==> config.mk <==
export PLATFORM = sky130hd
export DESIGN_NAME = uart_irq_arbiter
export DESIGN_NICKNAME = d
export VERILOG_FILES = /design/src/rtl/uart_pkg.sv /design/src/rtl/uart_irq_prio_sel.sv /design/src/rtl/uart_irq_arbiter.sv
export SDC_FILE = /design/constraint.sdc
export NUM_CORES = 1
export LEC_CHECK = 0
export ABC_CLOCK_PERIOD_IN_PS = 4900
export BUFFER_PORTS_ARGS = -buffer_cell sky130_fd_sc_hd__buf_2
export CAP_MARGIN = 20
export CORE_MARGIN = 5
export CORE_UTILIZATION = 59
export CTS_BUF_LIST = sky130_fd_sc_hd__clkbuf_4 sky130_fd_sc_hd__clkbuf_8
export CTS_CLUSTER_SIZE = 8
export DETAILED_ROUTE_END_ITERATION = 12
export PLACE_DENSITY_LB_ADDON = 0.12
export SLEW_MARGIN = 40
export SYNTH_ARGS = -nofsm -noshare
export SYNTH_HDL_FRONTEND = slang
export SYNTH_SLANG_ARGS = --single-unit
==> constraint.sdc <==
create_clock -name i_clk -period 4.9 [get_ports i_clk]
set_input_delay 0.49 -clock i_clk [delete_from_list [all_inputs] [get_ports i_clk]]
set_output_delay 0.49 -clock i_clk [all_outputs]
set_load 0.01 [all_outputs]
==> src/rtl/uart_pkg.sv <==
// Shared types and defaults for the UART interrupt path.
// Holds the arbiter FSM encoding and the default hold-off counter width.
package uart_pkg;

    typedef enum logic [1:0] {
        IDLE,
        PEND,
        SERVICE,
        HOLDOFF
    } uart_irq_arb_state_t;

    localparam int UART_IRQ_HOLDOFF_W_DEF = 8;

endpackage

==> src/rtl/uart_irq_prio_sel.sv <==
// Combinational winner selection over the event IRQ vector.
// Rotates the request vector so the start pointer lands at bit 0, then finds the first set bit.
module uart_irq_prio_sel #(
    parameter int EVENTS_NUM = 32,
    parameter int ID_W       = (EVENTS_NUM > 1) ? $clog2(EVENTS_NUM) : 1
) (
    input  logic [EVENTS_NUM-1:0] i_req,
    input  logic [ID_W-1:0]       i_ptr,
    input  logic                  i_rr_en,
    output logic [ID_W-1:0]       o_idx,
    output logic                  o_any
);

    logic [ID_W-1:0]       w_start;
    logic [EVENTS_NUM-1:0] w_rot;
    logic [ID_W:0]         w_off;
    logic [ID_W:0]         w_sum;

    always_comb begin
        w_start = i_rr_en ? i_ptr : '0;
        w_rot   = EVENTS_NUM'({i_req, i_req} >> w_start);
        w_off   = '0;
        for (int unsigned i = EVENTS_NUM; i > 0; i--) begin
            if (w_rot[i-1]) begin
                w_off = (ID_W+1)'(i - 1);
            end
        end
        // Offset is relative to the rotated start; fold back into 0..EVENTS_NUM-1.
        w_sum = {1'b0, w_start} + w_off;
        if (w_sum >= (ID_W+1)'(EVENTS_NUM)) begin
            w_sum = w_sum - (ID_W+1)'(EVENTS_NUM);
        end
        o_idx = w_sum[ID_W-1:0];
        o_any = |i_req;
    end

endmodule

==> src/rtl/uart_irq_arbiter.sv <==
// Serialises UART event IRQs onto one CPU interrupt line with ack/EOI handshake,
// fixed or round-robin priority, and a programmable hold-off after each EOI.
module uart_irq_arbiter
    import uart_pkg::*;
#(
    parameter int EVENTS_NUM = 32,
    parameter int ID_W       = (EVENTS_NUM > 1) ? $clog2(EVENTS_NUM) : 1,
    parameter int HOLDOFF_W  = UART_IRQ_HOLDOFF_W_DEF
) (
    input  logic                  i_clk,
    input  logic                  i_nrst,
    input  logic [EVENTS_NUM-1:0] i_irq_bus,
    input  logic                  i_rr_mode,
    input  logic [HOLDOFF_W-1:0]  i_holdoff,
    input  logic                  i_ack,
    input  logic                  i_eoi,
    output logic                  o_irq,
    output logic [ID_W-1:0]       o_irq_id,
    output logic                  o_irq_id_valid,
    output logic [EVENTS_NUM-1:0] o_in_service,
    output logic                  o_busy,
    output logic                  o_spurious
);

    uart_irq_arb_state_t r_state, w_state_nxt;
    logic [ID_W-1:0]      r_ptr, w_ptr_nxt;
    logic [ID_W-1:0]      r_id, w_id_nxt;
    logic [HOLDOFF_W-1:0] r_cnt, w_cnt_nxt;
    logic                 r_spurious, w_spurious_nxt;

    logic [ID_W-1:0]      w_sel_idx;
    logic                 w_sel_any;

    uart_irq_prio_sel #(
        .EVENTS_NUM (EVENTS_NUM),
        .ID_W       (ID_W)
    ) u_prio_sel (
        .i_req   (i_irq_bus),
        .i_ptr   (r_ptr),
        .i_rr_en (i_rr_mode),
        .o_idx   (w_sel_idx),
        .o_any   (w_sel_any)
    );

    always_ff @(posedge i_clk or negedge i_nrst) begin
        if (!i_nrst) begin
            r_state    <= IDLE;
            r_ptr      <= '0;
            r_id       <= '0;
            r_cnt      <= '0;
            r_spurious <= 1'b0;
        end else begin
            r_state    <= w_state_nxt;
            r_ptr      <= w_ptr_nxt;
            r_id       <= w_id_nxt;
            r_cnt      <= w_cnt_nxt;
            r_spurious <= w_spurious_nxt;
        end
    end

    always_comb begin
        w_state_nxt    = r_state;
        w_ptr_nxt      = r_ptr;
        w_id_nxt       = r_id;
        w_cnt_nxt      = r_cnt;
        w_spurious_nxt = 1'b0;
        case (r_state)
            IDLE: begin
                if (w_sel_any) begin
                    w_id_nxt    = w_sel_idx;
                    w_state_nxt = PEND;
                end
            end
            PEND: begin
                // Ack takes precedence over a request line dropping in the same cycle.
                if (i_ack) begin
                    w_state_nxt = SERVICE;
                    if (i_rr_mode) begin
                        w_ptr_nxt = (r_id == ID_W'(EVENTS_NUM - 1)) ? '0 : r_id + ID_W'(1);
                    end
                end else if (!i_irq_bus[r_id]) begin
                    w_spurious_nxt = 1'b1;
                    w_state_nxt    = IDLE;
                end
            end
            SERVICE: begin
                if (i_eoi) begin
                    if (i_holdoff == '0) begin
                        w_state_nxt = IDLE;
                    end else begin
                        w_cnt_nxt   = i_holdoff;
                        w_state_nxt = HOLDOFF;
                    end
                end
            end
            HOLDOFF: begin
                if (r_cnt <= HOLDOFF_W'(1)) begin
                    w_cnt_nxt   = '0;
                    w_state_nxt = IDLE;
                end else begin
                    w_cnt_nxt = r_cnt - HOLDOFF_W'(1);
                end
            end
            default: w_state_nxt = IDLE;
        endcase
    end

    always_comb begin
        o_irq          = (r_state == PEND);
        o_irq_id       = r_id;
        o_irq_id_valid = (r_state == PEND) || (r_state == SERVICE);
        o_busy         = (r_state != IDLE);
        o_spurious     = r_spurious;
        o_in_service   = '0;
        for (int unsigned i = 0; i < EVENTS_NUM; i++) begin
            o_in_service[i] = (r_state == SERVICE) && (r_id == ID_W'(i));
        end
    end

endmodule

-- Word level (Yosys, flattened, before mapping)
Index checks and enable logic that the tools add are counted.
- register bits after elaboration: 21
- bits in latches: 0
- bits in writable memories: 0
- memory bits (read-only): 0
- bits of input ports: 45
- output and inout port bits: 41
- word-level logic and storage cells: 146
- memories kept: 0
- add/subtract/negate cells: 4
- multiply operators: 0
- div/mod/pow operators: 0
- order comparisons: 3
- eq/ne operators: 39
- shifts and indexed selects: 1
- multiplexer cells: 51
- bitwise logic cells: 0
- reduce and logical (&&, ||, !) cells: 43
- operators by type and width (cell ; count):
    $mux W5 ; 35
    $eq A5 B5 Y1 const B ; 16
    $shr A64 B5 Y32 ; 1
    $eq A5 B4 Y1 const B ; 8
    $logic_and A1 B1 Y1 ; 32
    $reduce_or A32 Y1 ; 1
    $mux W8 ; 3
    $eq A5 B3 Y1 const B ; 4
    $pmux W8 S2 ; 1
    $mux W2 ; 6
    $eq A5 B2 Y1 const B ; 2
    $le A8 B1 Y1 const B ; 1
    $logic_not A8 Y1 ; 1
    $pmux W2 S4 ; 1
    $sub A8 B1 Y8 const B ; 1
    $add A5 B5 Y6 ; 1
    $ge A6 B6 Y1 const B ; 1
    $lt A5 B6 Y1 const B ; 1
    $ne A2 B2 Y1 const B ; 3
    $reduce_and A3 Y1 ; 2
    $add A5 B1 Y5 const B ; 1
    $bmux W1 S5 ; 1
    $eq A5 B1 Y1 const B ; 1
    $logic_not A5 Y1 ; 1
    11 further kinds ; 16

-- Longest topological paths before layout
Gate-level depths: netlist of run 1.
- depth in word-level cells: 37
- mapped depth: 21
- mapped depth without buffers: 17

-- Cells and area by module
Synthesis of run 1 repeated with hierarchy kept, for this count alone.
- cells, all modules: 586
- area, all modules: 4719.5 um2
- modules (own cells, without submodules) (module ; instances ; cells each ; area each (um2) ; seq. area each (um2)):
    uart_irq_prio_sel ; 1 ; 380 ; 2919.0 ; 0.0
    uart_irq_arbiter ; 1 ; 206 ; 1800.5 ; 525.5

-- Worst setup path after synthesis of run 1
Ideal clock, no wire load.
- path kind: input to register
- from: input i_rr_mode
- to: register r_id[4] (netlist: o_irq_id[4])
- library setup time: 0.133 ns
- data arrival time: 3.585 ns
- required time: 4.767 ns
- path slack: 1.182 ns
- stages: 17
- buffers on the path: 3
- cells stage by stage: buf_2 > nand3_1 > buf_2 > buf_2 > o22ai_1 > or4_1 > o311a_1 > o22ai_1 > a311oi_1 > o31a_1 > o2bb2ai_1 > xor2_1 > ha_1 > a21o_1 > a31o_2 > mux2i_1 > o211ai_1
- longest elaborated chain between the ends: 37
- elaborated cells between the ends (all ways): 38
- classes of those cells: add/sub: 2; order compare: 1; shift: 1; mux: 34
- ends and longest elaborated chain (element ; line ; RTL):
    start, declared ; uart_irq_arbiter.sv:13 ; input logic i_rr_mode,
    $mux W5 * ; uart_irq_prio_sel.sv:20 ; w_start = i_rr_en ? i_ptr : '0;
    $shr A64 B5 Y32 ; uart_irq_prio_sel.sv:21 ; w_rot = EVENTS_NUM'({i_req, i_req} >> w_start);
    $mux W5 (32 in series) ; uart_irq_prio_sel.sv:24 ; if (w_rot[i-1]) begin
    $add A5 B5 Y6 * ; uart_irq_prio_sel.sv:29 ; w_sum = {1'b0, w_start} + w_off;
    $sub A5 B1 Y5 or $ge A6 B6 Y1 (tied branches) ; uart_irq_prio_sel.sv:31, uart_irq_prio_sel.sv:30 ;
    $mux W5 * ; uart_irq_prio_sel.sv:30 ; if (w_sum >= (ID_W+1)'(EVENTS_NUM)) begin
    end signal, assigned ; uart_irq_arbiter.sv:55 ; r_id <= w_id_nxt;
    end, declared ; uart_irq_arbiter.sv:27 ; logic [ID_W-1:0] r_id, w_id_nxt;
Mark *: on every way between the ends. The rest lies on a longest branch, timed or not.
A chain may end at the register's enable or synchronous reset.

-- Worst setup path in the final report of run 1
- from: register r_ptr[2]
- to: register r_id[4] (netlist: o_irq_id[4])
- longest elaborated chain between the ends: 37
- elaborated cells between the ends (all ways): 38
- classes of those cells: add/sub: 2; order compare: 1; shift: 1; mux: 34
- ends and longest elaborated chain (element ; line ; RTL):
    start, declared ; uart_irq_arbiter.sv:26 ; logic [ID_W-1:0] r_ptr, w_ptr_nxt;
    start signal, assigned ; uart_irq_arbiter.sv:54 ; r_ptr <= w_ptr_nxt;
    $mux W5 * ; uart_irq_prio_sel.sv:20 ;
    $shr A64 B5 Y32 ; uart_irq_prio_sel.sv:21 ;
    $mux W5 (32 in series) ; uart_irq_prio_sel.sv:24 ;
    $add A5 B5 Y6 * ; uart_irq_prio_sel.sv:29 ;
    $sub A5 B1 Y5 or $ge A6 B6 Y1 (tied branches) ; uart_irq_prio_sel.sv:31, uart_irq_prio_sel.sv:30 ;
    $mux W5 * ; uart_irq_prio_sel.sv:30 ;
Marked as above.

==> parameters.txt, run 1 <==
Parameter                              Value

Clocking
  Worst-Skew Late Latency ... about 0.27 ns
  Number of buffers added for setup after CTS ... 0
  Clock-pin transition on the worst setup and hold timing paths ... roughly 0.09 ns
  Number of clock buffers inserted by TritonCTS ... 3
  Resized cells post-CTS ... 0
  Clk buf depth ... 2
  TritonCTS clock tree ... built
  Clock Sink Count ... 21
  Root Driver ... clkbuf_8
  Quantity of hold-fixing buffers added after cts ... 0
  # H-tree levels ... 1

STA
  Setup TNS Final ... 0 ns
  Total setup violations reported at the end of the flow ... 0
  Final Hold Vio Count ... 0
  RSZ-0062 raised after global routing ... no
  Worst-Margin Slew ... about 0.93 ns
  Highest attainable clock frequency ... around 0.23 GHz
  Minimum setup slack in the final design ... ~0.47 ns
  Max-slew violation count ... 0
  Max transition margin ... 0.376
  Share of the clock period used by the worst path ... 0.904
  Worst clock skew ... around 0.0064 ns
  Final critical delay including setup and external delays ... 4.43 ns

Routing
  Post-route DRC violation count ... 0
  Via count ... between 6000 and 7000
  Routed WL per cell ... 23.8 um
  Via density per instance ... between 7 and 8
  Met2 WL post-DR ... a little over 8000 um
  Drt first pass iters ... 6
  Wire length after detailed routing ... approximately 19000 um
  Number of antenna-violating nets in the routed design ... 0
  Routed length on met1 ... ~7300 um
  Top Metal Used ... met4
  Routed length on met3 ... 2750 um
  1st-iter DRT viols ... 1035

Critical path
  CP peak stage delay ... ~0.65 ns
  Count of cells along the worst register-to-register path ... 15
  Cell-by-cell trace of the critical path ... nand4bb_1, buf_4, o22ai_1, nor4_1, nor3_1, o22ai_1, a311oi_1, o31a_1, o2bb2ai_1, xor2_1, ha_1, a21o_1, a31o_2, mux2i_1, o211ai_1
  Path length in cells of the critical path ... 15
  Arrival time of data at the critical path endpoint ... ~4.6 ns
  Slack of the worst reg-to-reg path ... 0.47 ns
  Worst path buffer plus inverter count ... 1
  Crit path max fanout ... 29
  Nature of the critical path endpoint ... flop
  Family with the most delay on the worst path ... compound AO/OA/AOI/OAI gates
  Required time of the critical path ... slightly above 5 ns
  Element type at the critical path start ... flop
  Crit-path most repeated cell ... o22ai_1
  Worst setup path class ... flop to flop
  Worst path slowest cell ... nor4_1

Global routing
  Total global routing overflow ... 0
  Largest net degree at the start of global routing ... 38
  Number of antenna violations at the first check in global routing ... 0
  Total track usage ... 0.364
  First-pass GRT wire length ... roughly 30000 um
  Number of global-route vias before repair ... between 5000 and 6000

Power
  Cell Pwr Density ... approximately 550 nW/um^2
  Clock power frac ... 0.043
  Total power of the final layout ... ~2800 uW
  Worst vdd ir ... 362 uV
  Net Sw Power ... 1630 uW
  Comb power frac ... 0.809
  Cell-internal power ... ~1200 uW
  Static Leakage ... roughly 0.0021 uW
  Sequential group share of total power ... 0.148
  Switching part of the total ... 0.574

Synthesis
  Most frequently used flop master after synthesis ... dfrtp_1
  Cell variety after synth ... 76
  Number of synthesized flops with an enable pin ... 0
  Seq cells post-synth ... 21
  Mapped cell area ... roughly 4800 sq um
  Cells after synthesis ... ~650
  Post-Synth Adder-Cell Area ... 0.0419
  Register area share after synthesis ... 0.110
  Largest family of logic cells by synthesized area ... simple AND/OR/NAND/NOR gates
  Syn Area/Cell ... roughly 7.4 sq um
  Post-Syn Nets ... 706
  Proportion of synthesized area in mux cells ... 0.139
  Xor-xnor portion of the synthesized cell area ... 0.0110
  Fraction of the mapped netlist area in compound gates ... 0.311
  Share of synthesized flip-flops with an asynchronous set or reset ... 1.00
  Post-synthesis simple-gate area fraction ... 0.316
  YS warnings ... 0

Layout
  Most common cell after layout, fill and taps aside ... buf_2
  Count of nets after finishing ... 760
  Sequential Area ... 527 sq um
  Non-filler instance count after layout ... 800
  Commonest cells after routing, fill and taps aside ... 85 x buf_2, 80 x nor2_1, 60 x o22ai_1
  Cell area after layout ... approximately 5200 sq um
  Antenna diode count ... 0
  Ratio of cells with drive above 1 in the final layout ... 0.236
  Number of fill cells ... 679
  Area growth from synthesis to layout ... 9.30%
  Area taken by multi-input logic gates ... 3910 sq um

Place
  Placed cell area ... roughly 5200 sq um
  Global placement routability congestion ... 1.09
  Cell total after placement ... between 700 and 800
  Half-perimeter wire length after detailed placement ... between 10000 and 15000 um
  Number of port buffers ... 85
  Setup slack after placement ... 0.596 ns

Floorplan
  Starting density of the core ... 0.612
  Row count ... 32
  Core footprint ... 7810 sq um
  Top-level I/O count ... 86
  Y dimension of the die ... approximately 100 um
  Die outline area ... about 10000 sq um
  Die span in x ... ~100 um

Job
  Max-cap viol count ... 0

Min path
  Path type of the worst min-delay path ... primary input to asynchronous set/reset pin

Status
  Outcome ... complete, no violations
[cells in the mapped netlist, drive strengths merged (4+ instances only)]
library cell / instances / area (sq um)
or2: 13 / 81.3
o22ai: 61 / 388
a21oi: 15 / 75.1
nor3: 26 / 130
mux2: 32 / 368
clkbuf: 21 / 78.8
a22o: 8 / 70.1
o2bb2ai: 11 / 96.3
nor4: 44 / 275
mux2i: 7 / 70.1
a211o: 4 / 35.0
or4: 10 / 78.8
o21ai: 27 / 135
a311o: 5 / 50.1
o31ai: 5 / 51.3
inv: 17 / 63.8
and3b: 5 / 43.8
buf: 28 / 200
or3: 13 / 81.3
mux4: 10 / 225
o311ai: 6 / 52.6
ha: 16 / 200
nand2b: 10 / 62.6
dfrtp: 21 / 526
nand3: 14 / 70.1
nand4: 5 / 31.3
a311oi: 13 / 120
nand2: 28 / 105
and2: 14 / 87.6
nor2: 82 / 313
and3: 9 / 56.3
a211oi: 8 / 65.1
o311a: 5 / 50.1
a31oi: 5 / 31.3
[power groups by stage]
stage | Sequential [uW] | Combinational, uW | Clock, uW
after floorplan | 317 | 1750 | 0
after global placement | 405 | 2150 | 0
after detailed placement | 415 | 2200 | 0
after CTS | 412 | 2220 | 118
after global routing | 435 | 2450 | 127
final | 421 | 2310 | 122
[final timing paths]
path / endpoint / start
setup / recovery: o_irq_id[4] / r_ptr[2]
hold / removal: r_cnt[5] / i_nrst
setup reg to reg: o_irq_id[4] / r_ptr[2]
hold reg to reg: r_ptr[3] / r_ptr[3]
max in group asynchronous: o_irq_id[0] / i_nrst
min in group i_clk: r_ptr[3] / r_ptr[3]
[metrics by stage]
step | hold slack, ns | utilization
4_1_cts | 0.180 | 0.668
3_3_place_gp | 0.457 | 0.662
2_1_floorplan | 0.194 | -
6_report | 0.165 | 0.669
3_5_place_dp | 0.469 | 0.663
5_1_grt | 0.206 | 0.669
[layout make-up]
class / count / share of cell area
tap: 102 / 0.0244
inverter: 17 / 0.0122
clock buffer: 3 / 0.00791
sequential: 21 / 0.101
clock inverter: 1 / 0.000959
multi-input combinational: 558 / 0.749
timing repair buffer: 98 / 0.105
[state kept, by name, indices dropped and copies added (netlist names)]
name and count:
o_spurious 1, r_state 2, o_irq_id 5, r_cnt 8, r_ptr 5
[metal layers]
layer / vias up / GRT usage
met5: - / 0
met4: 0 / 0.139
met3: 92 / 0.103
met2: 481 / 0.544
met1: 2783 / 0.497
li1: 2678 / -
[logic make-up after synthesis]
family	count (synthesis)
AO/OA/AOI/OAI	203
buffers and inverters	66
AND/OR/NAND/NOR	284
multiplexers	49
adder cells (fa/ha/maj)	16
flip-flops	21
XOR/XNOR	6
No activity file was read; power rests on OpenSTA's default activity.
==> run 2, diff against run 1 <==
--- a/config.mk
+++ b/config.mk
@@ -5,7 +5,6 @@
 export SDC_FILE = /design/constraint.sdc
 export NUM_CORES = 1
 export LEC_CHECK = 0
-export ABC_CLOCK_PERIOD_IN_PS = 4900
 export BUFFER_PORTS_ARGS = -buffer_cell sky130_fd_sc_hd__buf_2
 export CAP_MARGIN = 20
 export CORE_MARGIN = 5
@@ -17,4 +16,5 @@
 export SLEW_MARGIN = 40
 export SYNTH_ARGS = -nofsm -noshare
 export SYNTH_HDL_FRONTEND = slang
+export SYNTH_HIERARCHICAL = 1
 export SYNTH_SLANG_ARGS = --single-unit
==> parameters.txt, run 2 <==
Parameter                              Value

Status
  Outcome ... complete, no violations

Critical path
  Crit path max fanout ... 11 (-62%)
  Required time of the critical path ... 5.05 ns (about the same)
  Worst setup path class ... flop to flop
  Arrival time of data at the critical path endpoint ... 4.86 ns (+0.29 ns)
  Nature of the critical path endpoint ... flop
  Element type at the critical path start ... flop

Global routing
  Largest net degree at the start of global routing ... 35 (-7.9%)
  First-pass GRT wire length ... 25900 um (-11%)
  Total global routing overflow ... 0 (unchanged)
  Number of global-route vias before repair ... 5011 (-7.3%)
  Number of antenna violations at the first check in global routing ... 0 (unchanged)
  Total track usage ... 0.318 (-0.0461)

STA
  Final critical delay including setup and external delays ... 4.71 ns (+0.287 ns)
  Max-slew violation count ... 0 (unchanged)
  Max transition margin ... 0.443 (+0.0669)
  Highest attainable clock frequency ... 0.212 GHz (-6.1%)
  Total setup violations reported at the end of the flow ... 0 (unchanged)
  Minimum setup slack in the final design ... 0.186 ns (-0.287 ns)
  RSZ-0062 raised after global routing ... no
  Share of the clock period used by the worst path ... 0.962 (+0.0586)
  Worst-Margin Slew ... 0.834 ns (-0.0938 ns)
  Worst clock skew ... 0.00793 ns (+0.00155 ns)
  Final Hold Vio Count ... 0 (unchanged)

Routing
  Routed WL per cell ... 20.9 um (-12%)
  Via count ... 5342 (-11%)
  Drt first pass iters ... 5 (-1)
  Post-route DRC violation count ... 0 (unchanged)
  1st-iter DRT viols ... 646 (-38%)
  Wire length after detailed routing ... 16300 um (-15%)
  Via density per instance ... 6.87 (-9.0%)
  Number of antenna-violating nets in the routed design ... 0 (unchanged)

Synthesis
  Most frequently used flop master after synthesis ... dfrtp_1
  Number of synthesized flops with an enable pin ... 0 (unchanged)
  Top cell type's share of synthesized area ... 0.115 (+0.00449)
  YS warnings ... 6 (+6)
  Synth cell count leaders ... 74 x nor2_1, 56 x a211oi_1, 54 x mux2i_1
  Syn Area/Cell ... 8.05 sq um (+8.8%)
  Most area-consuming cells after synthesis ... mux2i_1 11%, dfrtp_1 11%, mux2_2 9.1%
  Mapped cell area ... 4720 sq um (-1.2%)
  Post-Syn Nets ... 649 (-8.1%)
  Leading cell type by number of instances after synthesis ... nor2_1
  Cells after synthesis ... 586 (-9.1%)
  Share of synthesized flip-flops with an asynchronous set or reset ... 1.00 (unchanged)
  Seq cells post-synth ... 21 (unchanged)
  Synth area leader ... mux2i_1
  Cell variety after synth ... 73 (-3.9%)
  Register area share after synthesis ... 0.111 (+0.00131)

Layout
  Count of nets after finishing ... 740 (-2.6%)
  Most common cell after layout, fill and taps aside ... buf_2
  Register bank with the most flops ... r_cnt
  Ratio of cells with drive above 1 in the final layout ... 0.311 (+0.0743)
  Area growth from synthesis to layout ... 15.9%
  Antenna diode count ... 0 (unchanged)
  Largest register FFs ... 8 (unchanged)
  Commonest cells after routing, fill and taps aside ... 84 x buf_2, 74 x nor2_1, 54 x a211oi_1
  Non-filler instance count after layout ... 778 (-2.8%)

Place
  Cell total after placement ... 774 (-2.8%)
  Number of port buffers ... 85 (unchanged)
  Global placement routability congestion ... 1.05 (-3.5%)
  Setup slack after placement ... -0.283 ns (-0.879 ns)
  Half-perimeter wire length after detailed placement ... 12700 um (-14%)

Clocking
  Clock-pin transition on the worst setup and hold timing paths ... 0.09 ns (about the same)
  # H-tree levels ... 1 (unchanged)
  Clk buf depth ... 2 (unchanged)
  Quantity of hold-fixing buffers added after cts ... 0 (unchanged)
  Number of clock buffers inserted by TritonCTS ... 3 (unchanged)
  Worst-Skew Late Latency ... 0.27 ns (about the same)
  Clock Sink Count ... 21 (unchanged)
  Root Driver ... clkbuf_8
  TritonCTS clock tree ... built
  Number of buffers added for setup after CTS ... 0 (unchanged)

Floorplan
  Top-level I/O count ... 86 (unchanged)
  Core footprint ... 7770 sq um (-0.51%)
  Die outline area ... 9890 sq um (-1.1%)
  Row count ... 32 (unchanged)
  Y dimension of the die ... 99.4 um (-0.53%)
  Starting density of the core ... 0.608 (-0.00410)
  Die span in x ... 99.4 um (-0.53%)

Power
  Worst vdd ir ... 368 uV (+1.5%)
  Cell Pwr Density ... 484 nW/um^2 (-11%)
  Static Leakage ... 0.00247 uW (+16%)

Job
  Max-cap viol count ... 0 (unchanged)

Min path
  Path type of the worst min-delay path ... primary input to asynchronous set/reset pin
[run 2: logic make-up (layout without fill, tap and decap cells)]
family                   after synthesis  after routing  synth area share
AND/OR/NAND/NOR                      194            194             0.210
AO/OA/AOI/OAI                        169            169             0.270
multiplexers                         108            108             0.269
buffers and inverters                 70            160            0.0793
flip-flops                            21             21             0.111
adder cells (fa/ha/maj)               18             18            0.0493
XOR/XNOR                               6              6            0.0111
[run 2: worst paths after layout]
path / from / to / slack, ns / cells past startpoint
hold reg to reg: r_ptr[4] / r_ptr[4] / 0.51 / 2
hold / removal: i_nrst / r_cnt[5] / 0.18 / 1
setup reg to reg: r_ptr[1] / o_irq_id[4] / 0.19 / 20
min in group i_clk: i_ack / o_spurious / 0.50 / 4
max in group asynchronous: i_nrst / o_irq_id[0] / 4.35 / 1
setup / recovery: r_ptr[1] / o_irq_id[4] / 0.19 / 20
[run 2: timing repair]
| action | in CTS | in global routing |
|---|---|---|
| setup endpoints to repair | 1 | 1 |
| cloned | 0 | 0 |
| gates resized for setup | 4 | 5 |
| pin swaps | 0 | 0 |
[run 2: layout make-up]
class	instances	area [sq um]
inverter	28	110
sequential	21	528
fill	674	2300
clock buffer	3	41.3
timing repair buffer	128	801
clock inverter	1	5.00
tap	102	128
multi-input combinational	495	3860
[run 2: per-layer routing]
metal | routed length [um] | GRT usage
met2 | 7530 | 0.518
met5 | 0 | 0
met4 | 460 | 0.0830
met3 | 1550 | 0.0589
met1 | 6750 | 0.433
[run 2: power by group]
part | total [uW] | switching (uW) | internal [uW]
Combinational | 2130 | 1200 | 929
Clock | 119 | 61.9 | 56.8
Sequential | 403 | 158 | 245
Total | 2650 | 1420 | 1230
[run 2: stage by stage]
step / utilization / hold slack [ns] / setup TNS (ns) / total power [uW] / instance area [sq um]
after floorplan: - / 0.194 / 0 / 1850 / 4720
after global placement: 0.693 / 0.462 / -0.0532 / 2390 / 5380
after detailed placement: 0.693 / 0.482 / -0.283 / 2440 / 5380
after CTS: 0.702 / 0.195 / 0 / 2580 / 5450
after global routing: 0.704 / 0.211 / 0 / 2840 / 5470
final: 0.704 / 0.175 / 0 / 2650 / 5470
[run 2: critical path, stage by stage (launching register included)]
cell and delay, ns:
dfrtp_2 0.48, nand2_8 0.13, inv_6 0.08, buf_4 0.16, mux2i_1 0.12, a2111oi_0 0.52, buf_4 0.22, mux2i_1 0.09
mux2i_1 0.22, a211oi_1 0.07, a211oi_1 0.25, nor3_1 0.09, o41ai_2 0.41, a211oi_1 0.14, ha_1 0.26, fa_1 0.43
a21o_1 0.19, a21oi_1 0.18, xnor2_1 0.17, xnor2_1 0.12, mux2_2 0.28
==> run 3, diff against run 2 <==
--- a/config.mk
+++ b/config.mk
@@ -12,7 +12,9 @@
 export CTS_BUF_LIST = sky130_fd_sc_hd__clkbuf_4 sky130_fd_sc_hd__clkbuf_8
 export CTS_CLUSTER_SIZE = 8
 export DETAILED_ROUTE_END_ITERATION = 12
-export PLACE_DENSITY_LB_ADDON = 0.12
+export HOLD_SLACK_MARGIN = 0.05
+export PLACE_DENSITY_LB_ADDON = 0.2
+export SKIP_LAST_GASP = 1
 export SLEW_MARGIN = 40
 export SYNTH_ARGS = -nofsm -noshare
 export SYNTH_HDL_FRONTEND = slang
==> parameters.txt, run 3 (synthesis results as in run 2) <==
Parameter                              Value

Status
  Outcome ... complete, no violations

Clocking
  Clock-pin transition on the worst setup and hold timing paths ... 0.08 ns (about the same)
  Number of clock buffers inserted by TritonCTS ... 3 (unchanged)
  Clk buf depth ... 2 (unchanged)
  Worst-Skew Late Latency ... 0.26 ns (about the same)
  Number of buffers added for setup after CTS ... 0 (unchanged)
  TritonCTS clock tree ... built
  Root Driver ... clkbuf_8
  # H-tree levels ... 1 (unchanged)
  Clock Sink Count ... 21 (unchanged)
  Quantity of hold-fixing buffers added after cts ... 0 (unchanged)

Global routing
  Number of global-route vias before repair ... 5005 (-0.12%)
  Largest net degree at the start of global routing ... 35 (unchanged)
  Total global routing overflow ... 0 (unchanged)
  Total track usage ... 0.318 (about the same)
  First-pass GRT wire length ... 25900 um (about the same)
  Number of antenna violations at the first check in global routing ... 0 (unchanged)

Floorplan
  Starting density of the core ... 0.608 (unchanged)
  Top-level I/O count ... 86 (unchanged)
  Core footprint ... 7770 sq um (unchanged)
  Y dimension of the die ... 99.4 um (unchanged)
  Row count ... 32 (unchanged)
  Die outline area ... 9890 sq um (unchanged)
  Die span in x ... 99.4 um (unchanged)

Layout
  Largest register FFs ... 8 (unchanged)
  Commonest cells after routing, fill and taps aside ... 85 x buf_2, 74 x nor2_1, 56 x a211oi_1
  Area growth from synthesis to layout ... 17.2%
  Antenna diode count ... 0 (unchanged)
  Most common cell after layout, fill and taps aside ... buf_2
  Cell area after layout ... 5530 sq um (+1.1%)
  Non-filler instance count after layout ... 790 (+1.5%)
  Ratio of cells with drive above 1 in the final layout ... 0.317 (+0.00621)
  Number of fill cells ... 675 (+0.15%)
  Count of nets after finishing ... 752 (+1.6%)
  Register bank with the most flops ... r_cnt

STA
  Max transition margin ... 0.411 (-0.0322)
  Worst clock skew ... 0.00306 ns (-0.00487 ns)
  Max-slew violation count ... 0 (unchanged)
  Final critical delay including setup and external delays ... 4.70 ns (-0.0131 ns)
  Final Hold Vio Count ... 0 (unchanged)
  Total setup violations reported at the end of the flow ... 0 (unchanged)
  Share of the clock period used by the worst path ... 0.959 (-0.00267)
  Worst Hold Margin ... 0.173 ns (-0.00239 ns)
  RSZ-0062 raised after global routing ... no
  Worst-Margin Slew ... 0.882 ns (+0.0482 ns)
  Highest attainable clock frequency ... 0.213 GHz (+0.28%)
  Setup TNS Final ... 0 ns (unchanged)

Place
  Number of port buffers ... 85 (unchanged)
  Placed cell area ... 5460 sq um (+1.4%)
  Half-perimeter wire length after detailed placement ... 12700 um (+0.24%)
  Global placement routability congestion ... 1.07 (+1.7%)
  Cell total after placement ... 786 (+1.6%)

Power
  Static Leakage ... 0.00252 uW (+2.1%)
  Total power of the final layout ... 2690 uW (+1.6%)
  Worst vdd ir ... 313 uV (-15%)
  Cell Pwr Density ... 487 nW/um^2 (+0.48%)

Routing
  1st-iter DRT viols ... 687 (+6.3%)
  Via count ... 5359 (+0.32%)
  Post-route DRC violation count ... 0 (unchanged)
  Routed WL per cell ... 20.6 um (-1.4%)
  Number of antenna-violating nets in the routed design ... 0 (unchanged)
  Drt first pass iters ... 5 (unchanged)
  Via density per instance ... 6.78 (-1.2%)
  Wire length after detailed routing ... 16300 um (about the same)

Min path
  Path type of the worst min-delay path ... primary input to asynchronous set/reset pin

Job
  Max-cap viol count ... 0 (unchanged)

Critical path
  Worst setup path class ... flop to flop
  Element type at the critical path start ... flop
  Crit path max fanout ... 13 (+2)
  Required time of the critical path ... 5.05 ns (about the same)
  Nature of the critical path endpoint ... flop
  Arrival time of data at the critical path endpoint ... 4.85 ns (about the same)
run 3: report_power, final:
part	switching [uW]	internal (uW)	total (uW)
Clock	58.8	63.6	122
Sequential	154	245	398
Combinational	1210	967	2170
run 3: timing repair:
action	CTS	global route
hold endpoints to repair	0	0
endpoints found under the setup margin	0	1
resized for setup	0	5
run 3: worst paths after layout:
check / from / to / slack [ns] / cells past startpoint
setup / recovery: r_ptr[1] / o_irq_id[4] / 0.20 / 18
hold / removal: i_nrst / r_cnt[6] / 0.17 / 1
setup reg to reg: r_ptr[1] / o_irq_id[4] / 0.20 / 18
hold reg to reg: r_ptr[3] / r_ptr[3] / 0.50 / 2
max in group asynchronous: i_nrst / o_irq_id[0] / 4.37 / 1
min in group i_clk: r_ptr[3] / r_ptr[3] / 0.50 / 2
run 3: final cells by class:
type	instances	area, sq um	area share
sequential	21	527	0.0952
clock buffer	4	48.8	0.00882
timing repair buffer	140	876	0.158
inverter	28	110	0.0199
multi-input combinational	495	3840	0.695
tap	102	128	0.0231
run 3: worst max-delay path, cell delays in order, from the launching register on:
cell and delay [ns]:
dfrtp_1 0.50, buf_4 0.27, mux2_1 0.29, nor2_1 0.09, a2111o_1 0.43, mux2_2 0.33, mux2i_4 0.17, a211oi_1 0.10
a211oi_1 0.29, nor3_1 0.08, o41ai_1 0.36, a211oi_1 0.14, ha_1 0.25, fa_1 0.42, a21o_1 0.19, a21oi_1 0.16
xnor2_1 0.15, xnor2_1 0.10, mux2_2 0.28
run 3: metrics by stage:
stage,util,setup slack (ns)
after floorplan,-,0.560
after global placement,0.703,-0.0131
after detailed placement,0.703,0.0183
after CTS,0.709,0.199
after global routing,0.712,0.0231
final,0.712,0.199
run 3: per-layer routing:
metal	global-route usage	up-vias	routed length [um]
met5	0	-	0
met3	0.0484	52	1430
met1	0.435	2548	6760
met4	0.0809	0	369
met2	0.524	291	7750
li1	-	2468	-
